[config.mk]
export PLATFORM = sky130hd
export DESIGN_NAME = apb_master_bridge
export DESIGN_NICKNAME = d
export VERILOG_FILES = /design/src/rtl/apb_pkg.sv /design/src/rtl/apb_wait_timer.sv /design/src/rtl/apb_master_bridge.sv
export SDC_FILE = /design/constraint.sdc
export NUM_CORES = 1
export LEC_CHECK = 0
export CAP_MARGIN = 20
export CORE_ASPECT_RATIO = 1.4
export CORE_MARGIN = 3
export CORE_UTILIZATION = 43
export CTS_BUF_LIST = sky130_fd_sc_hd__clkbuf_16
export DETAILED_ROUTE_END_ITERATION = 10
export GPL_TIMING_DRIVEN = 0
export PLACE_DENSITY = 0.86
export SETUP_SLACK_MARGIN = 0.4
export SYNTH_ARGS = -nofsm -noshare
export SYNTH_HDL_FRONTEND = slang
export SYNTH_SLANG_ARGS = --single-unit
[constraint.sdc]
create_clock -name p_clk_i -period 2.1 [get_ports p_clk_i]
set_input_delay 0.42 -clock p_clk_i [delete_from_list [all_inputs] [get_ports p_clk_i]]
set_output_delay 0.42 -clock p_clk_i [all_outputs]
set_load 0.02 [all_outputs]
[src/rtl/apb_pkg.sv]
// Shared APB initiator types: FSM states, default bus widths and the latched command.
// No logic; imported by the bridge, its wait timer and the bench.
package apb_pkg;

    localparam int APB_ADDR_W = 32;
    localparam int APB_DATA_W = 32;

    typedef enum logic [1:0] {
        IDLE   = 2'd0,
        SETUP  = 2'd1,
        ACCESS = 2'd2
    } apb_state_t;

    typedef struct packed {
        logic                  we;
        logic [APB_ADDR_W-1:0] addr;
        logic [APB_DATA_W-1:0] wdata;
    } apb_cmd_t;

endpackage

[src/rtl/apb_wait_timer.sv]
// Counts ACCESS cycles without p_ready and flags the TIMEOUT_CYC-th one (combinational flag, 0 added latency).
// Only built into the bridge when APB_TIMEOUT_EN is defined; no backpressure of its own.
module apb_wait_timer #(
    parameter int TIMEOUT_CYC = 16
) (
    input  logic clk_i,
    input  logic rst_n_i,
    input  logic clr_i,
    input  logic inc_i,
    output logic expired_o
);

    localparam int CNT_W = $clog2(TIMEOUT_CYC + 1);

    logic [CNT_W-1:0] cnt_q, cnt_d;

    always_comb begin
        cnt_d = cnt_q;
        if (clr_i) begin
            cnt_d = '0;
        end else if (inc_i) begin
            cnt_d = cnt_q + CNT_W'(1);
        end
    end

    // Fires during the wait cycle itself, so the bridge can leave ACCESS at that edge.
    assign expired_o = inc_i && (cnt_q == CNT_W'(TIMEOUT_CYC - 1));

    always_ff @(posedge clk_i or negedge rst_n_i) begin
        if (!rst_n_i) begin
            cnt_q <= '0;
        end else begin
            cnt_q <= cnt_d;
        end
    end

endmodule

[src/rtl/apb_master_bridge.sv]
// APB initiator: one accepted command -> SETUP/ACCESS -> held response; zero-wait latency is accept + 3 cycles.
// A pending response stalls on rsp_ready_i and blocks new commands; APB_TIMEOUT_EN adds an ACCESS wait timeout.
module apb_master_bridge
    import apb_pkg::*;
#(
    parameter int ADDR_W      = APB_ADDR_W,
    parameter int DATA_W      = APB_DATA_W,
    parameter int TIMEOUT_CYC = 16
) (
    input  logic              p_clk_i,
    input  logic              p_rst_n_i,
    input  logic              cmd_valid_i,
    output logic              cmd_ready_o,
    input  logic              cmd_we_i,
    input  logic [ADDR_W-1:0] cmd_addr_i,
    input  logic [DATA_W-1:0] cmd_wdata_i,
    output logic              rsp_valid_o,
    input  logic              rsp_ready_i,
    output logic [DATA_W-1:0] rsp_rdata_o,
    output logic              rsp_err_o,
    output logic [ADDR_W-1:0] p_adr_o,
    output logic [DATA_W-1:0] p_dat_o,
    input  logic [DATA_W-1:0] p_dat_i,
    output logic              p_sel_o,
    output logic              p_enable_o,
    output logic              p_we_o,
    input  logic              p_ready_i
);

    if (TIMEOUT_CYC < 1) begin : g_bad_timeout_cfg
        $error("apb_master_bridge: TIMEOUT_CYC must be >= 1");
    end

    apb_state_t        state_q, state_d;
    apb_cmd_t          cmd_q, cmd_d;
    logic              rsp_valid_q, rsp_valid_d;
    logic [DATA_W-1:0] rsp_rdata_q, rsp_rdata_d;
    logic              rsp_err_q, rsp_err_d;
    logic              accept;
    logic              busy;
    logic              timeout;

`ifdef APB_TIMEOUT_EN
    apb_wait_timer #(
        .TIMEOUT_CYC (TIMEOUT_CYC)
    ) u_wait_timer (
        .clk_i     (p_clk_i),
        .rst_n_i   (p_rst_n_i),
        .clr_i     (state_q == SETUP),
        .inc_i     ((state_q == ACCESS) && !p_ready_i),
        .expired_o (timeout)
    );
`else
    assign timeout = 1'b0;
`endif

    assign cmd_ready_o = (state_q == IDLE) && !rsp_valid_q;
    assign accept      = cmd_valid_i && cmd_ready_o;

    always_comb begin
        state_d     = state_q;
        cmd_d       = cmd_q;
        rsp_valid_d = rsp_valid_q;
        rsp_rdata_d = rsp_rdata_q;
        rsp_err_d   = rsp_err_q;

        if (rsp_valid_q && rsp_ready_i) begin
            rsp_valid_d = 1'b0;
            rsp_rdata_d = '0;
            rsp_err_d   = 1'b0;
        end

        case (state_q)
            IDLE: begin
                if (accept) begin
                    state_d     = SETUP;
                    cmd_d.we    = cmd_we_i;
                    cmd_d.addr  = APB_ADDR_W'(cmd_addr_i);
                    cmd_d.wdata = APB_DATA_W'(cmd_wdata_i);
                end
            end
            SETUP: begin
                state_d = ACCESS;
            end
            ACCESS: begin
                // A ready responder beats a timeout landing in the same cycle.
                if (p_ready_i) begin
                    state_d     = IDLE;
                    rsp_valid_d = 1'b1;
                    rsp_rdata_d = cmd_q.we ? '0 : p_dat_i;
                    rsp_err_d   = 1'b0;
                end else if (timeout) begin
                    state_d     = IDLE;
                    rsp_valid_d = 1'b1;
                    rsp_rdata_d = '0;
                    rsp_err_d   = 1'b1;
                end
            end
            default: begin
                state_d = IDLE;
            end
        endcase
    end

    always_ff @(posedge p_clk_i or negedge p_rst_n_i) begin
        if (!p_rst_n_i) begin
            state_q     <= IDLE;
            cmd_q       <= '0;
            rsp_valid_q <= 1'b0;
            rsp_rdata_q <= '0;
            rsp_err_q   <= 1'b0;
        end else begin
            state_q     <= state_d;
            cmd_q       <= cmd_d;
            rsp_valid_q <= rsp_valid_d;
            rsp_rdata_q <= rsp_rdata_d;
            rsp_err_q   <= rsp_err_d;
        end
    end

    // Bus outputs decode from the state register so an async reset drops them immediately.
    assign busy        = (state_q != IDLE);
    assign p_sel_o     = busy;
    assign p_enable_o  = (state_q == ACCESS);
    assign p_we_o      = busy && cmd_q.we;
    assign p_adr_o     = busy ? ADDR_W'(cmd_q.addr)  : '0;
    assign p_dat_o     = busy ? DATA_W'(cmd_q.wdata) : '0;

    assign rsp_valid_o = rsp_valid_q;
    assign rsp_rdata_o = rsp_rdata_q;
    assign rsp_err_o   = rsp_err_q;

endmodule
=== Word-level counts from Yosys, hierarchy flattened ===
Index checks and enable logic that the tools add are counted.

* Equal/unequal tests: 4
* Reduce and logical (&&, ||, !) cells: 9
* Multiplexer cells: 15

{| class="wikitable"
|+ Operators with widths
! operator !! count
|-
| $mux W32 || 6
|-
| $mux W1 || 6
|-
| $pmux W2 S3 || 1
|-
| $logic_and A1 B1 Y1 || 4
|-
| $mux W2 || 2
|-
| $reduce_and A2 Y1 || 2
|-
| $eq A2 B1 Y1 const B || 1
|-
| $eq A2 B2 Y1 const B || 1
|-
| $logic_not A2 Y1 || 1
|-
| $ne A2 B1 Y1 const B || 1
|-
| $ne A2 B2 Y1 const B || 1
|-
| $reduce_bool A2 Y1 || 1
|-
| $logic_not A1 Y1 || 1
|}

* Input port bits: 102
* Register bits after elaboration: 101
* Output and inout port bits: 102
* Logic and storage cells: 35

=== Longest topological paths before layout ===
* Word-level depth: 5
* Gate-level depth with buffers: 5
* Mapped depth without buffers: 2

=== Worst setup path before layout ===
OpenSTA, ideal clock, no wires.

* Path type: reg-to-output
* Start: register state_q[1]
* End: output cmd_ready_o
* Required time: 1680 ps
* Arrival time: 1315 ps
* Cell stages (with the launch flop): 4
* Path slack: 365 ps
* Buffers on the path: 1
* Path through: dfrtp_1 > or2_2 > clkbuf_1 > nor2_1

* Cells in the longest elaborated chain, start to end: 2

{| class="wikitable"
|+ RTL lines
! item !! line !! RTL
|-
| start, declared || apb_master_bridge.sv:34 || <nowiki>apb_state_t state_q, state_d;</nowiki>
|-
| start signal, assigned || apb_master_bridge.sv:113 || <nowiki>state_q <= state_d;</nowiki>
|-
| $logic_not A2 Y1 || apb_master_bridge.sv:57 || <nowiki>assign cmd_ready_o = (state_q == IDLE) && !rsp_valid_q;</nowiki>
|-
| $logic_and A1 B1 Y1 || apb_master_bridge.sv:57 ||
|-
| end, declared || apb_master_bridge.sv:13 || <nowiki>output logic cmd_ready_o,</nowiki>
|}

Every way passes these cells.

=== Final worst setup path ===
* Start: register state_q[1]
* End: output p_adr_o[25]

* Cells in the longest elaborated chain, start to end: 2

{| class="wikitable"
|+ RTL lines
! item !! line !! RTL
|-
| $reduce_bool A2 Y1 || apb_master_bridge.sv:122 || <nowiki>assign busy = (state_q != IDLE);</nowiki>
|-
| $mux W32 || apb_master_bridge.sv:126 || <nowiki>assign p_adr_o = busy ? ADDR_W'(cmd_q.addr) : '0;</nowiki>
|-
| end, declared || apb_master_bridge.sv:21 || <nowiki>output logic [ADDR_W-1:0] p_adr_o,</nowiki>
|}

Every way passes these cells.

==> impl_summary.md <==
Power and ir drop
The combinational group share of total power is 60.0%. Summed over all cells, the static leakage comes to 3.64 nW. Of the total power, the share spent switching nets is 36.9%.

Across the VDD grid, the largest voltage drop is about 0.77 mV. The clock network fraction of total power is 11.8%. The internal power component is around 7.6 mW. In this run the power spent charging and discharging nets is 4.45 mW. The share of total power in sequential cells is 28.1%.

The power per cell area is roughly 1600 mW/mm².

Layout
The growth of design area from synthesis to finish is 62.8%. The final layout contains 702 nets. The filler cell count is 744. The fraction of layout instances using a drive strength above 1 is 40.0%. The number of antenna diodes in the final layout is 0. Measured on the finished design, the core utilization comes to just over 70%.

Summing all non-filler instances in the final layout gives an area of around 0.0076 mm².

Critical path
In this run the critical register-to-register path is captured at cmd_q[6]. The capturing element of the worst setup path is p_adr_o[25]. For flop-to-flop paths, the worst setup slack is 0.32 ns. The worst path arrival time is 1.59 ns.

The data required time of the worst path is ~1.7 ns. Traced cell by cell, the critical path runs through or2_4, clkbuf_16, buf_8, and2_4, buf_6. The critical-path maximum fanout is 8. The number of gates on the worst path with buffers counted is 5.

The critical path capture point type is an output pin. Counting both buffers and inverters, the worst setup path holds a total of 3. The type of origin of the critical path is a register. In this run the critical register-to-register path is launched from state_q[1].

The largest single stage delay on the critical path is ~0.4 ns. Tracing the worst setup path back leads to its startpoint at state_q[1]. The top cell family by delay on the critical path is simple AND/OR/NAND/NOR gates. For the worst flop-to-flop path, the logic depth is 6. The slowest stage of the critical path is the sky130_fd_sc_hd__dfrtp_2 cell.

The category of the most critical setup path is register to output pin.

Floorplan
The floorplan has 44 rows. The x dimension of the die is approximately 94 µm. 204 I/O pins were placed.

The die area is 0.0122 mm². Once the floorplan was initialized, standard cells occupied 44.6% of the core. The chip height is 130 µm. After floorplanning, the core was sized to cover 0.0105 mm².

Logic synthesis
Yosys instantiated no cell more often than sky130_fd_sc_hd__dfrtp_1. The share of synthesized area in the top cell type comes to 53.9%. The synthesized netlist occupies a cell area of 0.00469 mm². When the netlist entered floorplanning its net count stood at 467. The Yosys step of the flow raised 0 warnings. Ranked by total cell area, the synthesized netlist is headed by sky130_fd_sc_hd__dfrtp_1 54%, sky130_fd_sc_hd__mux2_2 14%, sky130_fd_sc_hd__mux2_1 9.4%. The number of enable flip-flop cells after synthesis is 0. The largest total area in the synthesized netlist belongs to sky130_fd_sc_hd__dfrtp_1. After synthesis, the mean cell area works out to around 13 µm². The most used flip-flop cell after synthesis is sky130_fd_sc_hd__dfrtp_1. The flip-flop and latch count after synthesis is 101.

Synthesis instantiated 18 different standard cells from the library. In the synthesized netlist, the cells that appear most often are 101 x sky130_fd_sc_hd__dfrtp_1, 65 x sky130_fd_sc_hd__and2_1, 59 x sky130_fd_sc_hd__mux2_2, 39 x sky130_fd_sc_hd__mux2_1, 33 x sky130_fd_sc_hd__nor2b_1. Counting flops with an async set or reset pin after synthesis yields a share of 100%. The instance count of the mapped netlist is 365. Sequential elements use 53.9% of the synthesized area.

STA
For the final routed database, the setup TNS stands at 0 ns. The post-layout worst setup margin is 0.0858 ns. Setup violations remaining at the end of the flow were counted as 0. The clock skew after layout is 0.00785 ns. Static timing analysis puts the maximum clock frequency at 496 MHz. The number of endpoints with negative hold slack in the final report is 0.

The number of max-slew violations in the final report is 0. For the pin with the worst max-slew slack, the measured transition is 0.680 ns. Final hold analysis gives a worst-case slack of approximately 0.12 ns. The clock period could shrink to ~2.0 ns. Measured against its own limit, the worst slew margin works out to 54.7%. Setup repair after global routing could not meet its margin everywhere. After layout, the worst path uses a little over nine tenths of the clock period.

CTS
In this run the clock root is driven by a sky130_fd_sc_hd__clkbuf_16. The worst-skew pair later-pin latency is about 0.33 ns. Counting along the longest clock path gives a buffer depth of 2.

Counting the buffers created by CTS gives 9. TritonCTS built the clock tree. The clock-pin slew reported for the worst setup and hold paths after clock tree synthesis is 0.06 ns.

The H-tree generated during clock tree synthesis spans 3 levels. The clock sink count is 101.

Detailed routing
The final routed wirelength across all metal layers is 13200 µm. The first routing iteration left between 90 and 100 violations. Once detail routing completed, the nets flagged for antenna violations numbered 0. The post-detailed-route DRC marker count is 0.

Using the TritonRoute via totals, the vias-per-cell ratio works out to between 4 and 5. The wire length per cell after detailed routing is around 18 µm. The first TritonRoute pass finished after 4 iterations. For this block, the via count after detailed routing is 3635.

Outcome
The run finished with clean final reports.

Global routing
In the global route stage, overall resource usage came out at 21.2%. The initial antenna violation count came to 0. The wire length of the first global-routing pass is just over 20000 µm. The maximum number of pins on one net before global-route repair is 54.

The total congestion overflow after global routing is 0. The via count of the first global-routing pass was 3986.

Hold path
The path class of the tightest hold or removal check is input pin to asynchronous set/reset pin.

Placed design
After legalization and detailed placement, the total HPWL measured 9220 µm. The worst setup timing slack at the placement stage is -0.303 ns. The placed cell area is between 0.006 and 0.007 mm². Port buffering added 203 buffers.

The congestion estimate from routability-driven global placement came to 0.737.

Flow run
The number of maximum-capacitance violations is 0.
==> cells in the final DEF, fill, tap and decap left out <==
| cell | instances |
|---|---|
| sky130_fd_sc_hd__nand3b_1 | 1 |
| sky130_fd_sc_hd__nor2_2 | 1 |
| sky130_fd_sc_hd__clkbuf_4 | 2 |
| sky130_fd_sc_hd__clkbuf_8 | 3 |
| sky130_fd_sc_hd__nor2b_1 | 33 |
| sky130_fd_sc_hd__nor2_1 | 1 |
| sky130_fd_sc_hd__buf_12 | 2 |
| sky130_fd_sc_hd__and2_4 | 30 |
| sky130_fd_sc_hd__nor4b_4 | 1 |
| sky130_fd_sc_hd__buf_4 | 11 |
| sky130_fd_sc_hd__dfrtp_2 | 2 |
| sky130_fd_sc_hd__buf_16 | 3 |
| sky130_fd_sc_hd__buf_6 | 38 |
| sky130_fd_sc_hd__buf_8 | 12 |
| sky130_fd_sc_hd__clkdlybuf4s50_1 | 100 |
| sky130_fd_sc_hd__dlymetal6s2s_1 | 2 |
| sky130_fd_sc_hd__mux2_2 | 59 |
| sky130_fd_sc_hd__and3_1 | 1 |
| sky130_fd_sc_hd__clkbuf_16 | 14 |
| sky130_fd_sc_hd__inv_1 | 2 |
| sky130_fd_sc_hd__clkbuf_1 | 4 |
| sky130_fd_sc_hd__dfrtp_1 | 99 |
| sky130_fd_sc_hd__buf_2 | 32 |
| sky130_fd_sc_hd__dlygate4sd2_1 | 32 |
| sky130_fd_sc_hd__or2_4 | 1 |
| sky130_fd_sc_hd__mux2_1 | 16 |
| sky130_fd_sc_hd__clkbuf_2 | 5 |
| sky130_fd_sc_hd__clkinv_1 | 2 |
| sky130_fd_sc_hd__a21boi_0 | 32 |
| sky130_fd_sc_hd__mux2_4 | 23 |
| sky130_fd_sc_hd__and2_1 | 35 |
| sky130_fd_sc_hd__clkinv_2 | 2 |
| sky130_fd_sc_hd__o21ai_0 | 1 |
| sky130_fd_sc_hd__nand2_1 | 1 |
==> cells by family (layout without fill, tap and decap cells) <==
family	Yosys count	after routing	share of synthesized area (%)
buf+inv	28	266	3.12
flops	101	101	53.9
simple gates	105	105	14.2
compound gates	33	33	5.23
mux	98	98	23.5
==> final cells by class <==
cell class                 instances  area, µm²  share of cell area, %
tap                              138        173                   2.26
clock buffer                       9        225                   2.95
inverter                           1       3.75                 0.0491
multi-input combinational        236       2180                   28.6
sequential                       101       2530                   33.1
timing repair buffer             224       2220                   29.1
buffer                            27        278                   3.64
clock inverter                     5       21.3                  0.279
==> worst register-to-register path: stages, from the launching register on <==
cell and delay [ns]:
sky130_fd_sc_hd__dfrtp_2 0.40, sky130_fd_sc_hd__buf_4 0.15, sky130_fd_sc_hd__nor4b_4 0.35, sky130_fd_sc_hd__buf_4 0.18
sky130_fd_sc_hd__buf_8 0.13, sky130_fd_sc_hd__clkbuf_16 0.15, sky130_fd_sc_hd__mux2_2 0.33
==> how the worst min path moves through the flow <==
stage          startpoint        end  slack [ns]  cells past startpoint
2_1_floorplan   p_rst_n_i   cmd_q[0]        0.12                      0
3_3_place_gp    cmd_q[35]  cmd_q[35]        0.46                      1
3_5_place_dp    cmd_q[50]  cmd_q[50]        0.47                      1
4_1_cts         p_rst_n_i  cmd_q[16]        0.15                      1
5_1_grt         p_rst_n_i  cmd_q[16]        0.17                      1
6_report        p_rst_n_i  cmd_q[28]        0.12                      1
==> power by group through the flow <==
stage | clock, mW | sequential (mW) | combinational [mW]
CTS | 1.47 | 3.36 | 6.69
global placement | 0 | 3.34 | 6.09
global route | 1.56 | 3.50 | 7.68
detailed placement | 0 | 3.40 | 6.23
floorplan | 0 | 3.61 | 3.16
finish | 1.43 | 3.39 | 7.24
==> metal layers <==
metal	routed length (µm)	vias to the layer above	track usage [%]
li1	-	1695	-
met1	4820	1774	23.5
met2	7180	137	38.5
met3	828	29	4.76
met4	417	0	9.44
met5	0	-	0
==> registers in the layout, indices dropped and copies added, names as in the netlist <==
register,cells
cmd_q,65
rsp_rdata_o,32
state_q,2
rsp_err_o,1
rsp_valid_o,1
==> metrics by stage <==
stage                     std cells  power, mW
after CTS                       734       11.5
after global routing            741       12.7
after detailed placement        707       9.63
final                           741       12.1
after global placement          706       9.42
after floorplan                 365       6.78
==> repair_timing <==
| action | in CTS | in global routing |
|---|---|---|
| pin swaps | 32 | 2 |
| buffers inserted | 7 | 2 |
| setup endpoints to repair | 141 | 145 |
| hold buffers | 0 | 0 |
| cloned | 6 | 5 |
| gates resized for setup | 438 | 57 |
Power figures use the tool's default switching activity.
